[src/rtl/cpu_types_pkg.sv]
// Shared CPU datapath types: machine word, queue entry and the NOP encoding.
package cpu_types_pkg;

  typedef logic [31:0] word_t;

  typedef struct packed {
    word_t instr;
    word_t npc;
  } fdq_entry_t;

  localparam word_t NOP_INSTR = 32'h0;

endpackage

[src/rtl/fdq_ptr_ctrl.sv]
// Read/write pointers, occupancy and push/pop enables for fetch_decode_queue.
// Optional zero-latency bypass selected by FDQ_BYPASS_EN.
module fdq_ptr_ctrl #(
  parameter int unsigned DEPTH = 4,
  localparam int unsigned PTR_W = $clog2(DEPTH),
  localparam int unsigned CNT_W = $clog2(DEPTH) + 1
) (
  input  logic             CLK,
  input  logic             RST,
  input  logic             ihit,
  input  logic             dec_ready,
  input  logic             freeze,
  input  logic             flush,
  output logic             push,
  output logic             pop,
  output logic             bypass,
  output logic [PTR_W-1:0] rd_ptr,
  output logic [PTR_W-1:0] wr_ptr,
  output logic [CNT_W-1:0] count,
  output logic             full
);

  logic [PTR_W-1:0] rd_ptr_q, rd_ptr_d;
  logic [PTR_W-1:0] wr_ptr_q, wr_ptr_d;
  logic [CNT_W-1:0] count_q, count_d;
  logic             empty;
  logic             take;

  always_comb begin
    empty = (count_q == '0);
    full  = (count_q == CNT_W'(DEPTH));
`ifdef FDQ_BYPASS_EN
    bypass = empty & ihit & ~flush;
`else
    bypass = 1'b0;
`endif
    // take: decode accepts whatever is presented at the head (stored or bypassed)
    take = (~empty | bypass) & dec_ready & ~freeze & ~flush;
    pop  = ~empty & take;
    // A bypassed word consumed in the same cycle never enters storage
    push = ihit & ~full & ~flush & ~(bypass & take);

    rd_ptr_d = rd_ptr_q;
    wr_ptr_d = wr_ptr_q;
    count_d  = count_q;
    if (flush) begin
      rd_ptr_d = '0;
      wr_ptr_d = '0;
      count_d  = '0;
    end else begin
      if (push) wr_ptr_d = wr_ptr_q + 1'b1;
      if (pop)  rd_ptr_d = rd_ptr_q + 1'b1;
      if (push && !pop) count_d = count_q + 1'b1;
      if (pop && !push) count_d = count_q - 1'b1;
    end
  end

  always_ff @(posedge CLK or posedge RST) begin
    if (RST) begin
      rd_ptr_q <= '0;
      wr_ptr_q <= '0;
      count_q  <= '0;
    end else begin
      rd_ptr_q <= rd_ptr_d;
      wr_ptr_q <= wr_ptr_d;
      count_q  <= count_d;
    end
  end

  assign rd_ptr = rd_ptr_q;
  assign wr_ptr = wr_ptr_q;
  assign count  = count_q;

endmodule

[src/rtl/fetch_decode_queue.sv]
// DEPTH-entry fetch-to-decode instruction queue with flush, freeze and full backpressure.
// Define FDQ_BYPASS_EN for a zero-latency path from fetch to decode when empty.
module fetch_decode_queue
  import cpu_types_pkg::*;
#(
  parameter int unsigned DEPTH = 4,
  localparam int unsigned CNT_W = $clog2(DEPTH) + 1
) (
  input  logic             CLK,
  input  logic             RST,
  input  logic             ihit,
  input  logic [31:0]      instr_in,
  input  logic [31:0]      npc_in,
  output logic             full,
  input  logic             dec_ready,
  input  logic             freeze,
  input  logic             flush,
  output logic             valid_out,
  output logic [31:0]      instr_out,
  output logic [31:0]      npc_out,
  output logic [CNT_W-1:0] count
);

  localparam int unsigned PTR_W = $clog2(DEPTH);

  logic             push;
  logic             pop;
  logic             bypass;
  logic [PTR_W-1:0] rd_ptr;
  logic [PTR_W-1:0] wr_ptr;
  fdq_entry_t       mem_q [DEPTH];
  fdq_entry_t       head;

  fdq_ptr_ctrl #(
    .DEPTH(DEPTH)
  ) u_ptr_ctrl (
    .CLK      (CLK),
    .RST      (RST),
    .ihit     (ihit),
    .dec_ready(dec_ready),
    .freeze   (freeze),
    .flush    (flush),
    .push     (push),
    .pop      (pop),
    .bypass   (bypass),
    .rd_ptr   (rd_ptr),
    .wr_ptr   (wr_ptr),
    .count    (count),
    .full     (full)
  );

  always_ff @(posedge CLK or posedge RST) begin
    if (RST) begin
      for (int i = 0; i < int'(DEPTH); i++) begin
        mem_q[i] <= '0;
      end
    end else if (push) begin
      mem_q[wr_ptr] <= '{instr: instr_in, npc: npc_in};
    end
  end

  always_comb begin
    head = '{instr: NOP_INSTR, npc: '0};
    if (bypass) begin
      head = '{instr: instr_in, npc: npc_in};
    end else if (count != '0) begin
      head = mem_q[rd_ptr];
    end
    valid_out = (count != '0) | bypass;
    instr_out = head.instr;
    npc_out   = head.npc;
  end

  // pop only advances the pointer inside the controller
  logic unused_pop;
  assign unused_pop = pop;

endmodule

[config.mk]
export PLATFORM = sky130hd
export DESIGN_NAME = fetch_decode_queue
export DESIGN_NICKNAME = d
export VERILOG_FILES = /design/src/rtl/cpu_types_pkg.sv /design/src/rtl/fdq_ptr_ctrl.sv /design/src/rtl/fetch_decode_queue.sv
export SDC_FILE = /design/constraint.sdc
export NUM_CORES = 1
export LEC_CHECK = 0
export CAP_MARGIN = 25
export CORE_ASPECT_RATIO = 1.25
export CORE_MARGIN = 2
export CORE_UTILIZATION = 55
export CTS_CLUSTER_SIZE = 30
export DETAILED_ROUTE_END_ITERATION = 10
export DONT_BUFFER_PORTS = 1
export GPL_TIMING_DRIVEN = 0
export PLACE_DENSITY_LB_ADDON = 0.2
export SYNTH_ARGS = -nofsm -noshare
export SYNTH_HDL_FRONTEND = slang
export SYNTH_HIERARCHICAL = 1
export SYNTH_SLANG_ARGS = --single-unit
[constraint.sdc]
create_clock -name CLK -period 8.92 [get_ports CLK]
set_input_delay 1.784 -clock CLK [delete_from_list [all_inputs] [get_ports CLK]]
set_output_delay 1.784 -clock CLK [all_outputs]
set_load 0.05 [all_outputs]
# [Word level (Yosys, flattened, before mapping)]
# Cells that the tools add are included.
[word_totals] regBits=263 output_inout_bits=69 word_cells=55
[op_classes] n_lt_le_gt_ge=3 n_bitwise=12 mux=14 addsub=4 reduce_logical=10 eq_ne=1
[ops] op="256-bit bitwise mux" n=1
[ops] op="64-bit 2-to-1 mux" n=4
[ops] op="64-bit binary-select mux with 2-bit select" n=1
[ops] op="64-bit demux with 2-bit select" n=1
[ops] op="3-bit 2-to-1 mux" n=3
[ops] op="2-bit 2-to-1 mux" n=4
[ops] op="1-bit AND" n=6
[ops] op="3-bit >= comparator (second input constant)" n=2
[ops] op="2-bit NOT with 3-bit output" n=2
[ops] op="3-bit nonzero test" n=2
[ops] op="2-bit by 1-bit adder with 2-bit output (second input constant)" n=2
[ops] op="1-bit NOT" n=4
[ops] op="2-bit nonzero test" n=2
[ops] op="3-bit by 1-bit adder with 3-bit output (second input constant)" n=1
[ops] op="3-bit equality test (second input constant)" n=1
[ops] op="1-bit logical AND" n=3
[ops] op="3-bit zero test" n=1
[ops] op="3-bit by 1-bit less-than comparator with 1-bit output (second input constant)" n=1
[ops] op="3-bit by 1-bit subtractor with 3-bit output (second input constant)" n=1
[ops] op="1-bit zero test" n=2

# [Depth between registers and ports, before layout]
# Gate-level depths: netlist of the first run.
[depth] ltp_word=11 depth_mapped=8 depth_no_buf=8

# [Hierarchy]
# Netlist of the first run, hierarchy kept.
[modules_own_cells] module="fetch_decode_queue" area_each_um2=12166.7 n_inst=1 seq_area_each_um2=6406.1 cells_per_inst=774
[modules_own_cells] module="fdq_ptr_ctrl" area_each_um2=462.9 n_inst=1 seq_area_each_um2=175.2 cells_per_inst=46

# [Least setup slack after synthesis of the first run]
# Ideal clock, no wire load.
[synth_timing] path_kind="register -> output" start="reg u_ptr_ctrl.count_q[0] (netlist: u_ptr_ctrl/count[0])" end="out instr_out[0]" arrival_time_ps=1848 path_slack_ps=5288 path_stages_with_launch=5 required_ps=7136 path_cell_list="dfrtp_1 > or3_1 > buf_2 > clkbuf_1 > a31o_1"
[synth_via] elab_chain_cells=2
[synth_lines] item="start, declared" line="fdq_ptr_ctrl.sv:25" rtl="logic [CNT_W-1:0] count_q, count_d;"
[synth_lines] item="start signal, assigned" line="fdq_ptr_ctrl.sv:66" rtl="count_q <= count_d;"
[synth_lines] item="3-bit nonzero test" line="fetch_decode_queue.sv:66" rtl="end else if (count != '0) begin"
[synth_lines] item="64-bit 2-to-1 mux" line="fetch_decode_queue.sv:66"
[synth_lines] item="end, declared" line="fetch_decode_queue.sv:19" rtl="output logic [31:0] instr_out,"
# No other way between the ends.

# [Worst setup path after layout of the first run]
[layout_timing] start="reg u_ptr_ctrl.count_q[0] (netlist: u_ptr_ctrl/count[0])" end="out npc_out[31]"
[layout_via] elab_chain_cells=2
[layout_lines] item="3-bit nonzero test" line="fetch_decode_queue.sv:66"
[layout_lines] item="64-bit 2-to-1 mux" line="fetch_decode_queue.sv:66"
[layout_lines] item="end, declared" line="fetch_decode_queue.sv:20" rtl="output logic [31:0] npc_out,"
# No other way between the ends.

==> results of run 1 <==
[cells in the final DEF, fill, tap and decap left out, drive strengths merged, types with 5 or more instances in the layout]
master,n
dfrtp,263
mux2,258
mux4,64
buf,44
a31o,64
clkbuf,62
and2,64
nor2,10
clkinv,5
[per-stage QoR]
step,std cells,hold slack (ns),instance area (um^2),worst slack [ns]
finish,1154,0.4980,13830,4.119
global route,1154,0.5080,13830,4.018
CTS,1154,0.5012,13830,4.122
detailed placement,1108,0.4879,13020,4.685
global placement,1107,0.4785,12990,-1.715
floorplan,819,0.4704,12630,0.09426
[worst max path at each step]
stage,cells past startpoint,to,start
after CTS,4,npc_out[31],u_ptr_ctrl/count[0]
after floorplan,1,mem_q[0],RST
after global placement,1,mem_q[225],RST
after global routing,4,npc_out[31],u_ptr_ctrl/count[0]
final,4,npc_out[31],u_ptr_ctrl/count[0]
after detailed placement,4,npc_out[31],u_ptr_ctrl/count[0]
[report_power, final]
group / leakage [uW] / switching (uW) / internal (uW) / total, uW
sequential: 0.00329 / 203 / 1580 / 1790
combinational: 0.00226 / 431 / 484 / 915
clock: 0.000399 / 438 / 596 / 1030
[area by class of cell]
cell class | instances | area [um^2]
fillers | 1748 | 8901
well taps | 288 | 360.3
repair buffers | 1 | 27.53
inverters | 4 | 22.52
multi-input cells | 488 | 5609
clock inverters | 5 | 28.78
clock buffers | 41 | 778.2
flip-flops and latches | 263 | 6581
plain buffers | 64 | 420.4
[state kept, by name, summed over array words and instances, names as in the netlist]
name,count
mem_q,256
u_ptr_ctrl/count,3
u_ptr_ctrl/rd_ptr,2
u_ptr_ctrl/wr_ptr,2
[layer usage]
layer  vias up  global-route usage [%]
li1       3118                       -
met1      3833                   30.55
met2       203                   40.52
met3        40                   5.801
met4         0                   5.598
met5         -                       0
==> impl_metrics.json, run 1 <==
{
  "grt.total_usage_pct": 23.62,
  "worstPathCellList": "or3_1, buf_2, clkbuf_1, a31o_1",
  "top_layer": "met4",
  "nets": 920,
  "final.period_utilization_pct": 53.83,
  "cellPowerDensity_nw_per_um2": 270.1,
  "criticalPathCategory": "register to output pin",
  "finalHoldViolCount": 0,
  "dr.pass1.iters": 4,
  "finish.utilization_pct": 60.84,
  "clk_latency_ns": 0.52,
  "totalWireLength_um": 28100,
  "cts_htree_levels": 1,
  "hp-start": "mem_q[134]",
  "slew_viol_final": 0,
  "ctsResizeCount": 0,
  "post_synth.cell_area_avg_um2": 15.42,
  "fmax_mhz": 208.3,
  "die_area_um2": 24190,
  "crit_family": "buffers and inverters",
  "ant_nets": 0,
  "synthCells": 819,
  "ff2ff_setup_slack_ns": 6.11,
  "relSlewSlack_pct": 40.59,
  "tightestPinTransition_ns": 0.8912,
  "cts_setup_buffers": 0,
  "drive_above_1_share_pct": 48.15,
  "clockBufferDepth": 3,
  "cp_max_fo": 10,
  "clkSlewWorstSetupHoldPaths_ns": 0.06,
  "via_per_inst": 6.234,
  "reg2regPathDepth": 6,
  "critPathArrivalTime_ns": 3.02,
  "met2_length_um": 14560,
  "p_total_uw": 3735,
  "worst_hold_path.endpoint": "mem_q[134]",
  "portBuffers": 0,
  "yosysWarnings": 6,
  "p_leak_uw": 0.005955,
  "cts_hold_buf": 0,
  "rsz0062_at_grt": "false",
  "post-route-drc-count": 0,
  "clock-sinks": 263,
  "setup-tns-final_ns": 0,
  "irDropWorstVdd_v": 0.0001900,
  "dpl.hpwl_um": 18990,
  "hold_depth": 1,
  "crit_slowest_cell": "dfrtp_1",
  "min_period_ns": 4.801,
  "outcome": "complete, no violations",
  "start_kind": "register",
  "rows": 62,
  "io_pins": 139,
  "worst_setup_path_end_kind": "output pin",
  "worst_r2r_endpoint": "mem_q[6]",
  "drt_iter0_markers": 489,
  "wl_met3_um": 1944,
  "antenna_cells": 0,
  "gp_congestion": 0.7687,
  "num_vias": 7194,
  "hp-class": "register to register",
  "cap_violations": 0,
  "fp.dieH_um": 173.4,
  "timing.rr.start": "u_ptr_ctrl/count[2]",
  "crit_buf_inv": 2,
  "crit_required_ns": 7.14,
  "cpPeakStageDelay_ns": 0.78,
  "grt_overflow": 0,
  "antenna_found_initial": 0,
  "core_um2": 22730,
  "grt_max_degree": 130,
  "synth_nets": 890,
  "numCtsBuffers": 27,
  "die_w_um": 139.5,
  "syn_area_um2": 12630,
  "routedWlPerCell_um": 24.35,
  "start_util_pct": 55.55,
  "met1_length_um": 11090,
  "fin_worst_skew_ns": 0.009585,
  "grt_pass1_wl_um": 45060,
  "setup_violations": 0,
  "cts-root-buf": "clkbuf_16",
  "grt_pass1_vias": 8075,
  "area_growth_pct": 9.524,
  "cts_tree": "built"
}
No activity file was read; power rests on OpenSTA's default activity.
==> run 2, diff against run 1 <==
==> constraint.sdc (replaced) <==
create_clock -name CLK -period 4.9 [get_ports CLK]
set_input_delay 0.98 -clock CLK [delete_from_list [all_inputs] [get_ports CLK]]
set_output_delay 0.98 -clock CLK [all_outputs]
set_load 0.05 [all_outputs]
==> impl_metrics.json, run 2 (synthesis results as in run 1) <==
{
  "fp.dieH_um": 173.4,
  "largest_register_ffs": 256,
  "place_ws_ns": 1.501,
  "cts-root-buf": "clkbuf_16",
  "clk_latency_ns": 0.53,
  "gp_congestion": 0.7649,
  "rsz0062_at_grt": "false",
  "ctsResizeCount": 0,
  "io_pins": 139,
  "die_area_um2": 24190,
  "clockBufferDepth": 3,
  "nets": 925,
  "slew_viol_final": 0,
  "clkSlewWorstSetupHoldPaths_ns": 0.06,
  "grt_pass1_vias": 8472,
  "cts_htree_levels": 1,
  "mostFrequentLayoutCells": "dfrtp_1 (263), mux2_2 (257), and2_1 (64), mux4_2 (59), a31o_1 (51)",
  "grt_pass1_wl_um": 46850,
  "antenna_cells": 0,
  "fmax_mhz": 253.7,
  "cp.depth": 4,
  "portBuffers": 0,
  "start_kind": "register",
  "outcome": "complete, no violations",
  "antenna_found_initial": 0,
  "totalWireLength_um": 28760,
  "cap_violations": 0,
  "relSlewSlack_pct": 51.26,
  "p_total_uw": 6974,
  "num_vias": 7259,
  "ff2ff_setup_slack_ns": 2.12,
  "reg2regPathDepth": 6,
  "cpPeakStageDelay_ns": 0.77,
  "cp_max_fo": 10,
  "setup_violations": 0,
  "cts_tree": "built",
  "numCtsBuffers": 27,
  "area_growth_pct": 10.89,
  "tightestPinTransition_ns": 0.7295,
  "routedWlPerCell_um": 24.73,
  "crit_buf_inv": 2,
  "setup-tns-final_ns": 0,
  "cts_setup_buffers": 0,
  "dpl.hpwl_um": 19770,
  "worst_r2r_endpoint": "mem_q[12]",
  "layout_commonest_cell": "dfrtp_1",
  "largest_register": "mem_q",
  "worst_slack_ns": 0.9590,
  "critPathArrivalTime_ns": 2.96,
  "rows": 62,
  "post-route-drc-count": 0,
  "p_leak_uw": 0.006024,
  "ant_nets": 0,
  "timing.rr.start": "u_ptr_ctrl/count[2]",
  "final.period_utilization_pct": 80.43,
  "clock-sinks": 263,
  "via_per_inst": 6.242,
  "crit_required_ns": 3.92,
  "drive_above_1_share_pct": 48.91,
  "worstPathCellList": "or3_1, buf_2, clkbuf_1, a31o_1",
  "fin_worst_skew_ns": 0.01048,
  "grt.total_usage_pct": 24.57,
  "cts_hold_buf": 0,
  "dr.pass1.iters": 5,
  "drt_iter0_markers": 378,
  "criticalPathCategory": "register to output pin",
  "hold_slack_ns": 0.2775,
  "grt_max_degree": 47,
  "die_w_um": 139.5,
  "irDropWorstVdd_v": 0.0003968,
  "core_um2": 22730,
  "crit_slowest_cell": "dfrtp_1",
  "crit_family": "buffers and inverters",
  "worst_setup_path_end_kind": "output pin",
  "finalHoldViolCount": 0,
  "grt_overflow": 0,
  "cellPowerDensity_nw_per_um2": 498.1,
  "min_period_ns": 3.941,
  "start_util_pct": 55.55,
  "hp-class": "input port to asynchronous set/reset pin"
}
-- run 2: worst max path at each step --
| stage | slack (ns) | endpoint | startpoint |
|---|---|---|---|
| floorplan | 0.55 | mem_q[0] | RST |
| global placement | -0.35 | mem_q[226] | RST |
| detailed placement | 1.50 | npc_out[31] | u_ptr_ctrl/count[0] |
| CTS | 0.93 | npc_out[31] | u_ptr_ctrl/count[0] |
| global route | 0.82 | npc_out[31] | u_ptr_ctrl/count[0] |
| finish | 0.96 | instr_out[12] | u_ptr_ctrl/count[0] |
-- run 2: where the power goes --
| part | total [uW] | switching [uW] | internal (uW) |
|---|---|---|---|
| clock | 2030 | 832 | 1200 |
| sequential | 3260 | 379 | 2880 |
| combinational | 1680 | 792 | 889 |
| total | 6970 | 2000 | 4970 |
-- run 2: final cells by class --
type                    count  area [um^2]
repair buffers              6        120.1
fillers                  1687         8728
inverters                   4        18.77
plain buffers              64        420.4
well taps                 288        360.3
clock inverters            11        120.1
multi-input cells         488         5609
flip-flops and latches    263         6581
clock buffers              39        770.7
-- run 2: per-stage QoR --
stage | utilization, % | area (um^2) | std cells
floorplan | - | 12630 | 819
global placement | 57.15 | 12990 | 1107
detailed placement | 57.68 | 13110 | 1113
CTS | 61.60 | 14000 | 1163
global route | 61.60 | 14000 | 1163
finish | 61.60 | 14000 | 1163
-- run 2: worst register-to-register path, delay by kind of cell, from the launching register on --
family,cells,cell delay (ns)
simple gates,4,1.14
flops,1,0.71
buf+inv,1,0.42
mux,1,0.39
-- run 2: per-layer routing --
metal	up-vias	global-route usage, %	routed length [um]
met1	3902	31.05	11570
met5	-	0	0
met4	0	7.155	640
met3	53	5.608	1704
li1	3120	-	-
met2	184	42.61	14850
